$ cat src/rtl/lsu_dtag_wrgen_pkg.sv
// Shared definitions for the L1 D-cache tag array write and read paths.
package lsu_dtag_wrgen_pkg;

  localparam int TAG_W = 29;
  localparam int IDX_W = 7;
  localparam int WAYS  = 4;
  localparam int NGRP  = 4;

  // Parity group bounds; the read-side checker uses the same groups
  localparam int GRP0_LO = 0;
  localparam int GRP0_HI = 7;
  localparam int GRP1_LO = 8;
  localparam int GRP1_HI = 15;
  localparam int GRP2_LO = 16;
  localparam int GRP2_HI = 23;
  localparam int GRP3_LO = 24;
  localparam int GRP3_HI = 28;

  typedef enum logic [1:0] {FL_IDLE, FL_WALK, FL_DONE} flush_st_e;

  typedef enum logic [2:0] {GNT_NONE, GNT_FLUSH, GNT_INV, GNT_FILL, GNT_DIAG} gnt_e;

  typedef struct packed {
    logic [IDX_W-1:0] idx;
    logic [1:0]       way;
    logic [TAG_W-1:0] tag;
  } fill_req_t;

  typedef struct packed {
    logic [IDX_W-1:0] idx;
    logic [WAYS-1:0]  wmask;
  } inv_req_t;

  typedef struct packed {
    logic [IDX_W-1:0] idx;
    logic [1:0]       way;
    logic [TAG_W-1:0] tag;
    logic             vbit;
    logic             par_flip;
  } diag_req_t;

  // Bit mask selecting the tag bits covered by parity group g
  function automatic logic [TAG_W-1:0] grp_mask(input int g);
    int lo;
    int hi;
    case (g)
      0:       begin lo = GRP0_LO; hi = GRP0_HI; end
      1:       begin lo = GRP1_LO; hi = GRP1_HI; end
      2:       begin lo = GRP2_LO; hi = GRP2_HI; end
      default: begin lo = GRP3_LO; hi = GRP3_HI; end
    endcase
    for (int b = 0; b < TAG_W; b++) grp_mask[b] = (b >= lo) && (b <= hi);
  endfunction

  function automatic logic [WAYS-1:0] way_onehot(input logic [1:0] way);
    way_onehot = '0;
    way_onehot[way] = 1'b1;
  endfunction

endpackage

$ cat src/rtl/lsu_dtag_pargen.sv
// Tag to per-group parity; shared by the write generator and the read checker.
module lsu_dtag_pargen
  import lsu_dtag_wrgen_pkg::*;
(
  input  logic [TAG_W-1:0] tag,
  output logic [NGRP-1:0]  grp_par
);

  for (genvar g = 0; g < NGRP; g++) begin : g_grp
    assign grp_par[g] = ^(tag & grp_mask(g));
  end

endmodule

$ cat src/rtl/lsu_dtag_wrgen.sv
// D-cache tag/valid array write generator: request buffers, flush walk,
// fixed-priority grant around read stalls, registered array strobes.
module lsu_dtag_wrgen
  import lsu_dtag_wrgen_pkg::*;
(
  input  logic               rclk,
  input  logic               arst_l,
  input  logic               fill_vld,
  output logic               fill_rdy,
  input  logic [IDX_W-1:0]   fill_idx,
  input  logic [1:0]         fill_way,
  input  logic [TAG_W-1:0]   fill_tag,
  input  logic               inv_vld,
  output logic               inv_rdy,
  input  logic [IDX_W-1:0]   inv_idx,
  input  logic [WAYS-1:0]    inv_wmask,
  input  logic               diag_vld,
  output logic               diag_rdy,
  input  logic [IDX_W-1:0]   diag_idx,
  input  logic [1:0]         diag_way,
  input  logic [TAG_W-1:0]   diag_tag,
  input  logic               diag_vbit,
  input  logic               diag_par_flip,
  input  logic               flush_req,
  output logic               flush_busy,
  output logic               flush_done,
  input  logic               wr_stall,
  output logic               dtag_wr_en,
  output logic [IDX_W-1:0]   dtag_wr_idx,
  output logic [WAYS-1:0]    dtag_wr_way,
  output logic [TAG_W:0]     dtag_wdata,
  output logic               dva_wr_en,
  output logic [IDX_W-1:0]   dva_wr_idx,
  output logic [WAYS-1:0]    dva_wr_mask,
  output logic [WAYS-1:0]    dva_wdata
);

  logic             fill_bv, inv_bv, diag_bv;
  fill_req_t        fill_b;
  inv_req_t         inv_b;
  diag_req_t        diag_b;
  flush_st_e        st, st_nxt;
  logic [IDX_W-1:0] cnt;
  gnt_e             gnt;
  logic [TAG_W-1:0] wtag;
  logic [NGRP-1:0]  grp_par;
  logic             par;

  assign fill_rdy   = ~fill_bv;
  assign inv_rdy    = ~inv_bv;
  assign diag_rdy   = ~diag_bv;
  assign flush_busy = (st == FL_WALK);
  assign flush_done = (st == FL_DONE);

  // Fixed priority grant; the walk owns the port while active, read stall blocks all
  always_comb begin
    gnt = GNT_NONE;
    if (!wr_stall) begin
      if (st == FL_WALK)  gnt = GNT_FLUSH;
      else if (inv_bv)    gnt = GNT_INV;
      else if (fill_bv)   gnt = GNT_FILL;
      else if (diag_bv)   gnt = GNT_DIAG;
    end
  end

  // Flush walk next state
  always_comb begin
    st_nxt = st;
    case (st)
      FL_IDLE: if (flush_req) st_nxt = FL_WALK;
      FL_WALK: if (gnt == GNT_FLUSH && cnt == '1) st_nxt = FL_DONE;
      FL_DONE: st_nxt = FL_IDLE;
      default: st_nxt = FL_IDLE;
    endcase
  end

  // Flush state and set counter
  always_ff @(posedge rclk or negedge arst_l) begin
    if (!arst_l) begin
      st  <= FL_IDLE;
      cnt <= '0;
    end else begin
      st <= st_nxt;
      if (st == FL_IDLE && flush_req) cnt <= '0;
      else if (gnt == GNT_FLUSH)      cnt <= cnt + 1'b1;
    end
  end

  // One-entry holding buffers: load on vld&rdy, drain on grant
  always_ff @(posedge rclk or negedge arst_l) begin
    if (!arst_l) begin
      fill_bv <= 1'b0;
      inv_bv  <= 1'b0;
      diag_bv <= 1'b0;
      fill_b  <= '0;
      inv_b   <= '0;
      diag_b  <= '0;
    end else begin
      if (gnt == GNT_FILL) fill_bv <= 1'b0;
      else if (fill_vld && !fill_bv) begin
        fill_bv <= 1'b1;
        fill_b  <= '{idx: fill_idx, way: fill_way, tag: fill_tag};
      end
      if (gnt == GNT_INV) inv_bv <= 1'b0;
      else if (inv_vld && !inv_bv) begin
        inv_bv <= 1'b1;
        inv_b  <= '{idx: inv_idx, wmask: inv_wmask};
      end
      if (gnt == GNT_DIAG) diag_bv <= 1'b0;
      else if (diag_vld && !diag_bv) begin
        diag_bv <= 1'b1;
        diag_b  <= '{idx: diag_idx, way: diag_way, tag: diag_tag,
                     vbit: diag_vbit, par_flip: diag_par_flip};
      end
    end
  end

  // Only one tag source is granted at a time, so a single parity generator suffices
  assign wtag = (gnt == GNT_DIAG) ? diag_b.tag : fill_b.tag;

  lsu_dtag_pargen u_pargen (
    .tag     (wtag),
    .grp_par (grp_par)
  );

  assign par = (^grp_par) ^ ((gnt == GNT_DIAG) & diag_b.par_flip);

  // Registered array strobes; index/data hold between grants
  always_ff @(posedge rclk or negedge arst_l) begin
    if (!arst_l) begin
      dtag_wr_en  <= 1'b0;
      dtag_wr_idx <= '0;
      dtag_wr_way <= '0;
      dtag_wdata  <= '0;
      dva_wr_en   <= 1'b0;
      dva_wr_idx  <= '0;
      dva_wr_mask <= '0;
      dva_wdata   <= '0;
    end else begin
      dtag_wr_en <= 1'b0;
      dva_wr_en  <= 1'b0;
      case (gnt)
        GNT_FLUSH: begin
          dva_wr_en   <= 1'b1;
          dva_wr_idx  <= cnt;
          dva_wr_mask <= '1;
          dva_wdata   <= '0;
        end
        GNT_INV: begin
          dva_wr_en   <= 1'b1;
          dva_wr_idx  <= inv_b.idx;
          dva_wr_mask <= inv_b.wmask;
          dva_wdata   <= '0;
        end
        GNT_FILL: begin
          dtag_wr_en  <= 1'b1;
          dtag_wr_idx <= fill_b.idx;
          dtag_wr_way <= way_onehot(fill_b.way);
          dtag_wdata  <= {par, fill_b.tag};
          dva_wr_en   <= 1'b1;
          dva_wr_idx  <= fill_b.idx;
          dva_wr_mask <= way_onehot(fill_b.way);
          dva_wdata   <= way_onehot(fill_b.way);
        end
        GNT_DIAG: begin
          dtag_wr_en  <= 1'b1;
          dtag_wr_idx <= diag_b.idx;
          dtag_wr_way <= way_onehot(diag_b.way);
          dtag_wdata  <= {par, diag_b.tag};
          dva_wr_en   <= 1'b1;
          dva_wr_idx  <= diag_b.idx;
          dva_wr_mask <= way_onehot(diag_b.way);
          dva_wdata   <= diag_b.vbit ? way_onehot(diag_b.way) : '0;
        end
        default: ;
      endcase
    end
  end

endmodule

$ cat config.mk
export PLATFORM = sky130hd
export DESIGN_NAME = lsu_dtag_wrgen
export DESIGN_NICKNAME = d
export VERILOG_FILES = /design/src/rtl/lsu_dtag_wrgen_pkg.sv /design/src/rtl/lsu_dtag_pargen.sv /design/src/rtl/lsu_dtag_wrgen.sv
export SDC_FILE = /design/constraint.sdc
export NUM_CORES = 1
export LEC_CHECK = 0
export BUFFER_PORTS_ARGS = -buffer_cell sky130_fd_sc_hd__buf_4
export CAP_MARGIN = 20
export CORE_ASPECT_RATIO = 2
export CORE_MARGIN = 8
export CORE_UTILIZATION = 31
export CTS_BUF_LIST = sky130_fd_sc_hd__clkbuf_4 sky130_fd_sc_hd__clkbuf_8
export DETAILED_ROUTE_END_ITERATION = 6
export PLACE_DENSITY = 0.57
export SLEW_MARGIN = 25
export SYNTH_ARGS = -nofsm -noshare
export SYNTH_HDL_FRONTEND = slang
export SYNTH_SLANG_ARGS = --single-unit
$ cat constraint.sdc
create_clock -name rclk -period 2.08 [get_ports rclk]
set_clock_uncertainty 0.1 [all_clocks]
set_input_delay 0.208 -clock rclk [delete_from_list [all_inputs] [get_ports rclk]]
set_output_delay 0.208 -clock rclk [all_outputs]
set_load 0.005 [all_outputs]
==> results of run 1 <==
## critical path, delay by kind of cell, from the launching register on
family,cells,cell delay (ps)
muxes,1,120
xor gates and xnor gates,6,1190
DFF,1,420
AOI/OAI and AO/OA,1,60
## worst paths after layout
path                                 from              to  slack [ps]  cells after the start
setup / recovery                fill_b[4]  dtag_wdata[29]          60                      8
hold / removal                   wr_stall          cnt[1]          70                      3
setup reg to reg                fill_b[4]  dtag_wdata[29]          60                      8
hold reg to reg            dtag_wr_way[3]  dtag_wr_way[3]         390                      2
max in group asynchronous          arst_l  dtag_wdata[13]         960                      3
min in group asynchronous          arst_l    dva_wdata[0]         180                      2
## per-stage QoR
step	instance area [um2]	power [uW]
3_5_place_dp	8640	5330
2_1_floorplan	6910	4720
3_3_place_gp	8640	5290
4_1_cts	10100	8110
6_report	10100	8010
5_1_grt	10100	8470
## repair_timing
action | CTS | global route
setup buffers | 4 | 0
gates resized for setup | 2 | 8
hold endpoints to repair | 143 | 0
endpoints found under the setup margin | 1 | 1
hold buffers | 93 | 0
gates cloned | 0 | 0
pin swaps | 5 | 8
## synthesized netlist by cell type (2+ instances only)
cell type,n
nor3b_1,2
o21ai_0,36
clkbuf_1,17
a21oi_1,10
nor2_1,28
a31oi_1,8
a21o_1,2
buf_2,4
a211oi_1,2
nand2_1,55
mux2i_1,33
dfrtp_1,159
nor2b_1,4
inv_1,6
o21bai_1,2
nor3_1,4
buf_1,4
mux2_2,87
a22oi_1,14
nand3_1,2
xor2_1,6
or3_1,3
xnor2_1,53
and3_1,3
## cells in the final DEF (no fill, tap or decap), types with 3 or more instances in the layout
cell type / Yosys / layout
buf_4: 0 / 190
dfrtp_1: 159 / 159
dlygate4sd3_1: 0 / 93
mux2_2: 87 / 87
nand2_1: 55 / 55
xnor2_1: 53 / 44
o21ai_0: 36 / 36
mux2i_1: 33 / 33
nor2_1: 28 / 28
clkbuf_8: 0 / 21
a22oi_1: 14 / 14
a21oi_1: 10 / 10
xnor2_2: 0 / 9
a31oi_1: 8 / 8
inv_1: 6 / 6
xor2_1: 6 / 5
nor3_1: 4 / 4
or3_1: 3 / 3
clkinv_4: 0 / 3
bufinv_16: 0 / 3
inv_6: 0 / 3
buf_12: 0 / 3
## power groups by stage
stage                     registers [uW]  clock network [uW]  logic, uW
after global routing                3750                2750       1970
after floorplan                     3680                   0       1040
after CTS                           3690                2650       1770
final                               3700                2530       1780
after global placement              3730                   0       1560
after detailed placement            3760                   0       1580
## layer usage
layer	GRT usage	vias up	routed length, um
li1	-	2493	-
met1	0.150	2642	7250
met2	0.297	119	11700
met3	0.0402	40	890
met4	0.0773	0	667
met5	0	-	0
## cell type report
| cell class | instances | area [um2] | share of cell area |
|---|---|---|---|
| diodes | 1 | 2.50 | 0.000247 |
| multi-input cells | 366 | 2900 | 0.286 |
| clock inverters | 10 | 150 | 0.0148 |
| flip-flops and latches | 159 | 3980 | 0.393 |
| clock buffers | 22 | 297 | 0.0293 |
| repair buffers | 287 | 2430 | 0.240 |
| well taps | 276 | 345 | 0.0341 |
| inverters | 8 | 32.5 | 0.00321 |
## cell families after synthesis
logic type | after synthesis | share of synthesized area
compound gates | 79 | 0.0690
xor+xnor | 59 | 0.0748
fa+ha+maj | 1 | 0.00181
buf+inv | 33 | 0.0190
flops | 159 | 0.576
mux | 120 | 0.190
simple gates | 107 | 0.0694
## registers in the layout, indices dropped and copies added (netlist names)
| signal | flops |
|---|---|
| cnt | 7 |
| diag_b | 40 |
| diag_bv | 1 |
| dtag_wdata | 30 |
| dtag_wr_en | 1 |
| dtag_wr_idx | 7 |
| dtag_wr_way | 4 |
| dva_wdata | 4 |
| dva_wr_en | 1 |
| dva_wr_idx | 7 |
| dva_wr_mask | 4 |
| fill_b | 38 |
| fill_bv | 1 |
| inv_b | 11 |
| inv_bv | 1 |
| st | 2 |
==> flow_metrics.py, run 1 <==
metrics = {
    "floorplan": {
        "fp-row-count": 77,
        "die_h_um": 227,
        "die_w_um": 122,
        "die-area_um2": 27600,
        "initial_utilization": 0.314,
        "io_pins": 159,
        "core_um2": 22000,
    },
    "sta": {
        "holdWs_ps": 65.9,
        "finalHoldViolations": 0,
        "slew_headroom": 0.621,
        "worst_pin_slew_ps": 568,
        "setup_violations": 0,
        "grt_setup_unrepaired": "true",
        "fmax_mhz": 495,
        "setup_slack_ps": 61.6,
        "slew_violations": 0,
        "min_period_over_period": 0.970,
        "fin_crit_ps": 2020,
        "fin_setup_tns_ps": 0,
    },
    "cts": {
        "insertion_delay_ps": 480,
        "htree_levels": 4,
        "clockBufferDepth": 2,
        "cts_root_buf": "clkbuf_8",
        "cts.reportedPaths.clkPinSlew_ps": 80,
        "numCtsBuffers": 17,
        "cts.sinks": 159,
        "cts_tree": "built",
    },
    "grt": {
        "antenna_found_initial": 0,
        "grt_pass1_wl_um": 32600,
        "grt_use_total": 0.156,
        "grt_overflow": 0,
        "grt_pass1_vias": 6130,
        "grt_max_degree": 56,
    },
    "worst_setup_path": {
        "crit_type": "flop to flop",
        "worstPathMaxFanout": 3,
        "cp_common_cell": "xnor2_1",
        "crit_chain": "xnor2_1 > xnor2_1 > xnor2_2 > mux2i_1 > xnor2_1 > xnor2_1 > xnor2_1 > a22oi_2",
        "critical_path.max_stage_delay_ps": 420,
        "worst_setup_path_end_kind": "flop",
        "worst_ep_required_time_ps": 2340,
        "crit_slowest_cell": "dfrtp_1",
        "start_kind": "flop",
        "arrival_ps": 2280,
    },
    "yosys": {
        "yosys_warnings": 0,
        "syn_area_um2": 6910,
        "ys_seq_elements": 159,
        "avgSynthCellArea_um2": 12.4,
        "yosysTopAreaCellShare": 0.576,
        "yosysSeqAreaShare": 0.576,
        "ys_async_sr_fraction": 1.00,
        "synthFlopType": "dfrtp_1",
        "synth_top_area_cell": "dfrtp_1",
        "syn_inst": 558,
        "synth.distinct_cells": 38,
        "synth-edff-count": 0,
        "ys_top_cells_by_area": "dfrtp_1 (58%), mux2_2 (14%), xnor2_1 (6.7%), mux2i_1 (4.8%), nand2_1 (3.0%)",
        "syn_nets": 655,
    },
    "routing": {
        "via_per_inst": 4.69,
        "ant_nets": 0,
        "wl_per_cell_um": 18.2,
        "firstDrtPassIters": 4,
        "drt_iter0_drc": 216,
        "drc": 0,
        "drt-total-wl_um": 20500,
        "vias": 5294,
    },
    "pwr": {
        "p_int_uw": 5820,
        "p_leak_uw": 0.00456,
        "power.share.combinational": 0.222,
        "vdd_drop_max_mv": 0.430,
        "power_density_nw_per_um2": 791,
        "clkPwrFrac": 0.316,
        "swShare": 0.273,
        "pwr-share-seq": 0.462,
        "p_sw_uw": 2190,
    },
    "cells_and_area": {
        "nets": 936,
        "areaGrowthSynthToFinish_pct": 46.7,
        "post-route-util": 0.461,
        "fin_cells": 1129,
        "drive_above_1_share": 0.390,
        "nFillCells": 2009,
    },
    "job": {
        "cap_violations": 0,
    },
    "place": {
        "place_hpwl_um": 15200,
        "dp.cells": 999,
        "io_buffer_count": 158,
        "place_congestion": 0.757,
        "dp_slack_ps": -53.7,
    },
    "run_status": {
        "status": "finished, final reports clean",
    },
    "min_path": {
        "hold_path_class": "input pin to flop",
    },
}
No activity file was read; power rests on OpenSTA's default activity.
==> run 2, diff against run 1 <==
==> constraint.sdc (replaced) <==
create_clock -name rclk -period 2.54 [get_ports rclk]
set_clock_uncertainty 0.1 [all_clocks]
set_input_delay 0.254 -clock rclk [delete_from_list [all_inputs] [get_ports rclk]]
set_output_delay 0.254 -clock rclk [all_outputs]
set_load 0.005 [all_outputs]
==> run 2 against run 1 <==
  * Non-clock buffer count decreased by 20
  * Count of clock-buffer cells in the layout shrank 3
  * Register-to-register slack better by 280 ps
  * Cell count down 1.8%
  * Die area unchanged
  * Worst setup slack better by 280 ps
  * Largest power group unchanged
==> flow_metrics.py, run 2 (synthesized netlist as in run 1, its figures left out) <==
metrics = {
    "routing": {
        "top_layer_used": "met4",
        "drc": 0,
        "wl_per_cell_um": 18.3,
        "vias": 5253,
        "drt-total-wl_um": 20300,
        "ant_nets": 0,
        "wl_met1_um": 7240,
        "drt_iter0_drc": 239,
        "dr_wl_met2_um": 11700,
        "wl_met3_um": 740,
        "firstDrtPassIters": 4,
        "via_per_inst": 4.74,
    },
    "pwr": {
        "power_density_nw_per_um2": 642,
        "vdd_drop_max_mv": 0.356,
        "fin_total_pwr_uw": 6360,
        "p_leak_uw": 0.00440,
    },
    "grt": {
        "grt_overflow": 0,
        "grt_pass1_vias": 5934,
        "antenna_found_initial": 0,
        "grt_max_degree": 74,
        "grt_use_total": 0.153,
        "grt_pass1_wl_um": 32000,
    },
    "worst_setup_path": {
        "cp_num_buf_inv": 1,
        "critPathTopFamily": "XOR/XNOR gates",
        "crit_slowest_cell": "dfrtp_1",
        "r2r_slack_ps": 340,
        "r2r-end": "dtag_wdata[29]",
        "start_kind": "flop",
        "arrival_ps": 2470,
        "worstPathMaxFanout": 6,
        "crit_chain": "nand2b_4 > inv_4 > nor2_4 > nand3_2 > mux2i_1 > xnor2_1 > xnor2_1 > xnor2_1 > a22oi_2",
        "reg2reg_from": "st[0]",
        "cp_common_cell": "xnor2_1",
        "critical_path.max_stage_delay_ps": 430,
        "worst_r2r_path_depth": 9,
        "worst_ep_required_time_ps": 2810,
        "worst_setup_path_end_kind": "flop",
        "crit_type": "flop to flop",
    },
    "job": {
        "cap_violations": 0,
    },
    "sta": {
        "slew_headroom": 0.393,
        "setup_violations": 0,
        "fmax_mhz": 455,
        "finalHoldViolations": 0,
        "min_period_over_period": 0.866,
        "worst_pin_slew_ps": 908,
        "fin_setup_tns_ps": 0,
        "slew_violations": 0,
        "fin_crit_ps": 2200,
        "grt_setup_unrepaired": "false",
    },
    "floorplan": {
        "io_pins": 159,
        "initial_utilization": 0.314,
        "die-area_um2": 27600,
        "die_w_um": 122,
        "fp-row-count": 77,
        "core_um2": 22000,
        "die_h_um": 227,
    },
    "cells_and_area": {
        "final_cell_area_um2": 9910,
        "largest_register_ffs": 40,
        "post-route-util": 0.451,
        "nFillCells": 2043,
        "final_cell_mix": "buf_4 (168), dfrtp_1 (159), dlygate4sd3_1 (93), mux2_2 (87), nand2_1 (55)",
        "fin_cells": 1109,
        "regMostFlops": "diag_b",
        "reg_top3": "diag_b: 40 flops, fill_b: 38 flops, dtag_wdata: 30 flops",
        "nets": 916,
        "final_common_cell": "buf_4",
        "areaGrowthSynthToFinish_pct": 43.5,
        "drive_above_1_share": 0.363,
    },
    "cts": {
        "cts.reportedPaths.clkPinSlew_ps": 90,
        "cts_root_buf": "clkbuf_8",
        "htree_levels": 4,
        "numCtsBuffers": 17,
        "ctsHoldBuffers": 93,
        "clockBufferDepth": 2,
        "cts_tree": "built",
        "cts.sinks": 159,
        "cts_setup_buffers": 0,
        "insertion_delay_ps": 480,
        "ctsResizeCount": 0,
    },
    "place": {
        "place_congestion": 0.770,
        "dp.cells": 983,
        "io_buffer_count": 158,
        "place_hpwl_um": 15000,
        "placement.cell_area_um2": 8550,
    },
    "min_path": {
        "hold_depth": 4,
        "hold-path-endpoint": "cnt[1]",
        "hold_path_class": "input pin to flop",
        "hold_start": "wr_stall",
    },
    "run_status": {
        "status": "finished, final reports clean",
    },
}
run 2: power breakdown:
part | switching, uW | internal (uW)
combinational | 546 | 796
sequential | 233 | 2790
clock | 971 | 1020
total | 1750 | 4610
run 2: per-layer routing:
metal | global-route usage | vias to the layer above
li1 | - | 2455
met1 | 0.148 | 2654
met3 | 0.0355 | 30
met2 | 0.293 | 114
met5 | 0 | -
met4 | 0.0717 | 0
run 2: how the worst max path moves through the flow:
stage / depth (start not counted) / to / startpoint / slack [ps]
final: 9 / dtag_wdata[29] / st[0] / 340
after global placement: 9 / dtag_wdata[29] / st[0] / 270
after floorplan: 4 / fill_b[18] / fill_bv / 710
after global routing: 9 / dtag_wdata[29] / st[0] / 160
after CTS: 9 / dtag_wdata[29] / st[0] / 240
after detailed placement: 9 / dtag_wdata[29] / st[0] / 240
run 2: stage by stage:
stage / setup slack, ps / hold WS [ps]
final: 341 / 115
after global routing: 161 / 122
after CTS: 242 / 64.6
after detailed placement: 238 / 109
after global placement: 272 / 98.6
after floorplan: 712 / -142
run 2: area by class of cell:
cell class              instances  area (um2)  area share
flip-flops and latches        159        3980       0.402
multi-input cells             366        2820       0.285
repair buffers                267        2300       0.233
well taps                     276         345      0.0349
clock buffers                  19         262      0.0264
clock inverters                13         163      0.0164
inverters                       8        32.5     0.00328
diodes                          1        2.50    0.000253
run 2: tightest hold or removal path, stage by stage:
cell,delay (ps)
buf_4,160
nor2_1,110
nand2_1,70
a21oi_1,60
